### src/rtl/ifu_prefetch.sv
// Instruction fetch with a DEPTH-entry prefetch queue; entries are visible to decode right after the push edge.
// Fetch stalls when queued plus in-flight words would exceed DEPTH; redirects flush the queue and drop stale responses.
module ifu_prefetch #(
  parameter logic [31:0] RESET_PC   = 32'h0000_3000,
  parameter logic [31:0] START_ADDR = 32'h0000_3000,
  parameter logic [31:0] END_ADDR   = 32'h0000_6ffc,
  parameter logic [31:0] HANDLER_PC = 32'h0000_4180,
  parameter int          DEPTH      = 4
) (
  input  logic        clk,
  input  logic        reset,
  output logic        i_inst_req,
  output logic [31:0] i_inst_addr,
  input  logic        i_inst_gnt,
  input  logic        i_inst_rvalid,
  input  logic [31:0] i_inst_rdata,
  input  logic        redirect_valid,
  input  logic [31:0] redirect_pc,
  input  logic        req,
  input  logic        D_eret,
  input  logic [31:0] EPC,
  output logic        d_valid,
  output logic [31:0] d_inst,
  output logic [31:0] d_pc,
  output logic        d_adel,
  input  logic        d_ready
);
  localparam int AW = $clog2(DEPTH);
  localparam logic [AW:0] FULL = (AW+1)'(DEPTH);

  typedef enum logic [1:0] {ISSUE, WAIT, HALT, DRAIN} state_t;

  state_t        state;
  logic [31:0]   pc;
  logic [31:0]   req_pc;
  logic [31:0]   q_inst [DEPTH];
  logic [31:0]   q_pc   [DEPTH];
  logic [DEPTH-1:0] q_adel;
  logic [AW-1:0] wr_ptr;
  logic [AW-1:0] rd_ptr;
  logic [AW:0]   count;

  logic        redirect;
  logic [31:0] target;
  logic        pc_legal;
  logic        space;
  logic        fetch_adel;
  logic        push_resp;
  logic        push;
  logic        pop;
  logic        granted;

  assign redirect = req | D_eret | redirect_valid;
  assign target   = req ? HANDLER_PC : (D_eret ? EPC : redirect_pc);
  assign pc_legal = (pc[1:0] == 2'b00) && (pc >= START_ADDR) && (pc <= END_ADDR);

  // Only ISSUE evaluates space, and nothing is outstanding there, so count alone decides.
  assign space      = count < FULL;
  assign i_inst_req = !reset && (state == ISSUE) && space && pc_legal;
  assign i_inst_addr = pc;
  assign granted    = i_inst_req && i_inst_gnt;
  assign fetch_adel = (state == ISSUE) && space && !pc_legal;
  assign push_resp  = (state == WAIT) && i_inst_rvalid;
  assign push       = !redirect && (fetch_adel || push_resp);
  assign pop        = !redirect && d_valid && d_ready;

  assign d_valid = (count != '0);
  assign d_inst  = d_valid ? q_inst[rd_ptr] : 32'd0;
  assign d_pc    = d_valid ? q_pc[rd_ptr]   : 32'd0;
  assign d_adel  = d_valid ? q_adel[rd_ptr] : 1'b0;

  always_ff @(posedge clk) begin
    if (push) begin
      q_inst[wr_ptr] <= push_resp ? i_inst_rdata : 32'd0;
      q_pc[wr_ptr]   <= push_resp ? req_pc : pc;
      q_adel[wr_ptr] <= !push_resp;
    end
  end

  always_ff @(posedge clk) begin
    if (reset) begin
      state  <= ISSUE;
      pc     <= RESET_PC;
      req_pc <= '0;
      wr_ptr <= '0;
      rd_ptr <= '0;
      count  <= '0;
    end else if (redirect) begin
      pc     <= target;
      wr_ptr <= '0;
      rd_ptr <= '0;
      count  <= '0;
      // A granted or still-pending fetch must be drained before refetching.
      case (state)
        ISSUE:   state <= granted ? DRAIN : ISSUE;
        WAIT:    state <= i_inst_rvalid ? ISSUE : DRAIN;
        HALT:    state <= ISSUE;
        DRAIN:   state <= i_inst_rvalid ? ISSUE : DRAIN;
        default: state <= ISSUE;
      endcase
    end else begin
      if (push) wr_ptr <= wr_ptr + 1'b1;
      if (pop)  rd_ptr <= rd_ptr + 1'b1;
      case ({push, pop})
        2'b10:   count <= count + 1'b1;
        2'b01:   count <= count - 1'b1;
        default: count <= count;
      endcase
      case (state)
        ISSUE: begin
          if (granted) begin
            req_pc <= pc;
            pc     <= pc + 32'd4;
            state  <= WAIT;
          end else if (fetch_adel) begin
            state <= HALT;
          end
        end
        WAIT:    if (i_inst_rvalid) state <= ISSUE;
        HALT:    state <= HALT;
        DRAIN:   if (i_inst_rvalid) state <= ISSUE;
        default: state <= ISSUE;
      endcase
    end
  end
endmodule

### config.mk
export PLATFORM = sky130hd
export DESIGN_NAME = ifu_prefetch
export DESIGN_NICKNAME = d
export VERILOG_FILES = /design/src/rtl/ifu_prefetch.sv
export SDC_FILE = /design/constraint.sdc
export NUM_CORES = 1
export LEC_CHECK = 0
export ABC_AREA = 1
export CORE_ASPECT_RATIO = 1.2
export CORE_UTILIZATION = 30
export CTS_CLUSTER_SIZE = 24
export DETAILED_ROUTE_END_ITERATION = 8
export PLACE_DENSITY = 0.51
export RECOVER_POWER = 50
export SLEW_MARGIN = 20
export SYNTH_ARGS = -nofsm -noshare
export SYNTH_HDL_FRONTEND = slang
export SYNTH_SLANG_ARGS = --single-unit
export TNS_END_PERCENT = 1
### constraint.sdc
create_clock -name clk -period 5.58 [get_ports clk]
set_input_delay 1.116 -clock clk [delete_from_list [all_inputs] [get_ports clk]]
set_output_delay 1.116 -clock clk [all_outputs]
set_load 0.01 [all_outputs]
=== Word-level counts from Yosys, hierarchy flattened ===
Memory sizes are Yosys's and may differ from the RTL's. A register that Yosys moved wholly into a read port is not among the register bits.
Cells that the tools add are included.

* Reduce and logical (&&, ||, !) cells: 29
* $lt $le $gt $ge: 6
* Mux-type cells: 30
* $mul: 0
* Divide/modulo/power cells: 0
* Equal/unequal tests: 7
* Bitwise logic cells: 3
* Shift-type cells: 0
* Add/subtract/negate cells: 5

{| class="wikitable"
|+ Operator list
! kind !! number
|-
| 2-to-1 mux 32 bit || 9
|-
| adder 32 x 3 -> 32 bit, second input constant || 1
|-
| >= comparator 32 x 14 -> 1 bit, second input constant || 1
|-
| less-or-equal comparator 32 x 15 -> 1 bit, second input constant || 1
|-
| 2-to-1 mux 2 bit || 10
|-
| logical AND 1 bit || 13
|-
| case mux 2 bit (3 select lines) || 2
|-
| == test 2 bit, second input constant || 3
|-
| < comparator 2 x 3 -> 1 bit, second input constant || 2
|-
| case mux 3 bit (2 select lines) || 1
|-
| nonzero test 2 bit || 3
|-
| 2-to-1 mux 1 bit || 5
|-
| adder 2 x 1 -> 2 bit, second input constant || 2
|-
| bitwise mux 4 bit || 1
|-
| == test 2 x 1 -> 1 bit, second input constant || 2
|-
| logical NOT 1 bit || 4
|-
| logical NOT 2 bit || 2
|-
| inequality test 4 bit, second input constant || 1
|-
| AND reduction 2 bit || 2
|-
| OR reduction 2 bit || 2
|-
| adder 3 x 1 -> 3 bit, second input constant || 1
|-
| < comparator 3 bit, second input constant || 1
|-
| inequality test 3 x 1 -> 1 bit, second input constant || 1
|-
| AND reduction 3 bit || 1
|-
| other kinds (8) || 9
|}

* Memories: 2
* Latch bits: 0
* RAM bits: 256
* Register bits after elaboration: 77
* Bits in read-only memories: 0

{| class="wikitable"
|+ Memory list
! memory !! depth !! width !! rd ports !! clocked after Yosys merged registers in !! write ports !! line !! RTL
|-
| q_inst || 4 || 32 || 1 || 1 || 1 || 36 || <nowiki>logic [31:0] q_inst [DEPTH];</nowiki>
|-
| q_pc || 4 || 32 || 1 || 1 || 1 || 37 || <nowiki>logic [31:0] q_pc [DEPTH];</nowiki>
|}

=== Longest topological paths before layout ===
* Word-level depth: 9
* Gate-level depth with buffers: 16
* Gate-level depth less buffers: 16

=== Least setup slack after synthesis ===
Ideal clock, no wire load.

* Path kind: input -> register
* From: input D_eret
* To: register q_adel[0], enable pin
* Data arrival time: 4.607 ns
* Cell stages on the path: 6
* Setup slack: 0.484 ns
* Library setup time: 0.489 ns
* Path through: buf_2 -> nor2_2 -> nand2_2 -> clkinv_1 -> nand2_1 -> nor2_1

* Longest elaborated chain between the ends: 4

{| class="wikitable"
|+ Ends and longest elaborated chain
! item !! line !! RTL
|-
| start, declared || 20 || <nowiki>input logic D_eret,</nowiki>
|-
| OR 1 bit (2 in series) || 53 || <nowiki>assign redirect = req | D_eret | redirect_valid;</nowiki>
|-
| logical NOT 1 bit || 64 || <nowiki>assign push = !redirect && (fetch_adel || push_resp);</nowiki>
|-
| logical AND 1 bit || 64 ||
|-
| end signal, assigned by index || 76 || <nowiki>q_adel[wr_ptr] <= !push_resp;</nowiki>
|-
| end, declared || 38 || <nowiki>logic [DEPTH-1:0] q_adel;</nowiki>
|}

No other way between the ends.
A chain may end at the register's enable or synchronous reset.

=== Worst setup path in the final report ===
* From: input reset
* To: output i_inst_req

* Longest elaborated chain between the ends: 4

{| class="wikitable"
|+ Ends and longest elaborated chain
! item !! line !! RTL
|-
| start, declared || 11 || <nowiki>input logic reset,</nowiki>
|-
| logical NOT 1 bit || 59 || <nowiki>assign i_inst_req = !reset && (state == ISSUE) && space && pc_legal;</nowiki>
|-
| logical AND 1 bit (3 in series) || 59 ||
|-
| end, declared || 12 || <nowiki>output logic i_inst_req,</nowiki>
|}

No other way between the ends.

==> flow_summary.ini <==
[route]
ant_nets = 0
viasPerCell = 4.56
route.detailed.wl_per_inst_um = 16.5
drc = 0
num_vias = 10055
dr.pass1.iters = 4
drt_iter0_markers = 371
drt_wl_total_um = 36500

[worst_setup_path]
cp_max_fo = 25
crit_type = input pin to output pin
rr_worst_depth = 10
cp-end-kind = output pin
arrival_ps = 3240
start_kind = input pin
required_ps = 4460

[clock_network]
clock_sinks = 335
numCtsBuffers = 37
cts_buffer_depth = 3
ctsResizeCount = 0
cts_root_buf = clkbuf_16
cts_setup_buffers = 0
path_clk_slew_ps = 60
cts_hold_buf = 0
cts.htree.levels = 2
cts_tree = done
clk_latency_ps = 530

[logic_synthesis]
mappedNetlistNets = 1498
yosysTopAreaCell = edfxtp_1
synthTopCellsByArea = edfxtp_1 55%, dfxtp_1 11%, nor2_1 9.2%, o21ai_0 5.8%, a21oi_1 4.7%
synth_area_um2 = 14100
async_flop_share_pct = 0
ys.flop_type = edfxtp_1
ys.warnings.count = 0
synth_top_area_share_pct = 55.4
synth.yosys.seq_area_share_pct = 66.1
syn_avg_cell_area_um2 = 10.2
synth_edf_count = 260
synth_seq_cells = 335
ys_types = 39
synthCells = 1386

[floorplan]
num_io_pins = 203
die_h_um = 239
die_area_um2 = 47800
rows = 86
die_x_um = 200
start_util_pct = 30.5
coreArea_um2 = 46200

[final_layout]
nNetsFinal = 1675
antennaDiodeCount = 0
ff_latch_area_um2 = 9320
drive_gt1_share_pct = 5.91
syn_to_final_growth_pct = 27.9
post-route-util_pct = 39.0
final_common_cell = nor2_1
nFillCells = 4548
layout_common_cells = 341 x nor2_1, 260 x edfxtp_1, 167 x clkdlybuf4s50_1, 162 x o21ai_0, 134 x a21oi_1
multiInputGateArea_um2 = 4130

[power]
ir_drop_v = 0.000218
power_mw = 5.57
p_per_area_nw_per_um2 = 309
p_leak_nw = 6.64

[grt]
overflow = 0
antenna_found_initial = 0
grt_pass1_vias = 9828
grt_max_degree = 85
grt_pass1_wl_um = 55800
track_usage_pct = 15.3

[timing]
setup_viol = 0
fin_tns_setup_ps = 0
setup_ws_ps = 1220
finalHoldViolCount = 0
max_freq_mhz = 229
period_share_pct = 78.1
tightest_slew_ps = 2130
clock-skew-final_ps = 16.2
rsz0062_at_grt = no
layout_min_cycle_time_ps = 4360
relSlewSlack_pct = -41.7
drv_slew = 262

[worst_hold_path]
holdPathStages = 2
hold_path.class = register to register

[outcome]
status = complete, but fails checks
violations = max-capacitance violations, max-slew violations

[placed_design]
numPortBuffers = 202
gp_congestion = 0.771
hpwlAfterDp_um = 22200
dp_slack_ps = 1830

[job]
drv_cap = 4
-- per-stage QoR --
stage | instances | hold WS [ps] | instance area, um2
final | 2207 | 452 | 18000
after global routing | 2207 | 464 | 18000
after CTS | 2207 | 455 | 18100
after detailed placement | 2140 | 445 | 16800
after global placement | 2140 | 440 | 16800
after floorplan | 1386 | 431 | 14100
-- metal layers --
layer / global-route usage, % / wire, um
met5: 0 / 0
met4: 4.60 / 765
met3: 2.73 / 1630
met2: 25.9 / 17700
met1: 19.8 / 16400
-- Yosys cell counts, types with 2 or more instances --
| cell type | instances |
|---|---|
| inv_2 | 3 |
| nand2_1 | 130 |
| nand2_2 | 2 |
| nand4_1 | 3 |
| mux2_2 | 17 |
| nand3_1 | 30 |
| a21oi_1 | 133 |
| ha_1 | 7 |
| o21ai_0 | 162 |
| mux2i_1 | 3 |
| nor2_1 | 345 |
| o211ai_1 | 3 |
| edfxtp_1 | 260 |
| buf_4 | 2 |
| xor2_1 | 3 |
| buf_1 | 22 |
| inv_1 | 91 |
| or2_2 | 4 |
| nor3_1 | 7 |
| o32ai_1 | 3 |
| clkinv_1 | 3 |
| nor2_2 | 3 |
| dfxtp_1 | 75 |
| buf_2 | 8 |
| clkbuf_1 | 47 |
| a31oi_1 | 7 |
-- cell families after synthesis --
kind of cell,Yosys count,share of synthesized area (%)
simple gates,529,15.0
mux,20,1.57
xor+xnor,3,0.187
buf+inv,177,4.89
flops,335,66.1
compound gates,314,11.5
fa+ha+maj,8,0.764
-- critical path, cell delays in order --
cell             delay [ps]
dlygate4sd3_1           520
clkbuf_1                880
nor3_1                  180
clkdlybuf4s50_1         540
-- final cells by class --
class,instances,share of cell area [%]
clock buffer,48,5.72
clock inverter,19,1.44
inverter,97,2.03
multi-input combinational,874,22.9
sequential,335,51.7
tap,616,4.28
timing repair buffer,218,11.9
-- registers in the layout, indices dropped and copies added, names as in the netlist, 3 cells and up, named ones only --
name	count
q_inst	128
i_inst_addr	32
q_adel	4
count	3
q_pc	128
req_pc	32
-- report_power, final --
part | leakage [nW] | internal (mW) | switching, mW
Combinational | 3.16 | 0.131 | 0.148
Sequential | 2.85 | 2.71 | 0.0237
Clock | 0.630 | 1.59 | 0.969
-- worst paths after layout --
check                           slack [ps]       startpoint       endpoint
worst max-delay path                  1220            reset     i_inst_req
worst min-delay path                   450       req_pc[16]     req_pc[16]
worst max register to register        2010  i_inst_addr[13]  q_inst[1][18]
worst min register to register         450       req_pc[16]     req_pc[16]
(Power assumes the default switching activity.)
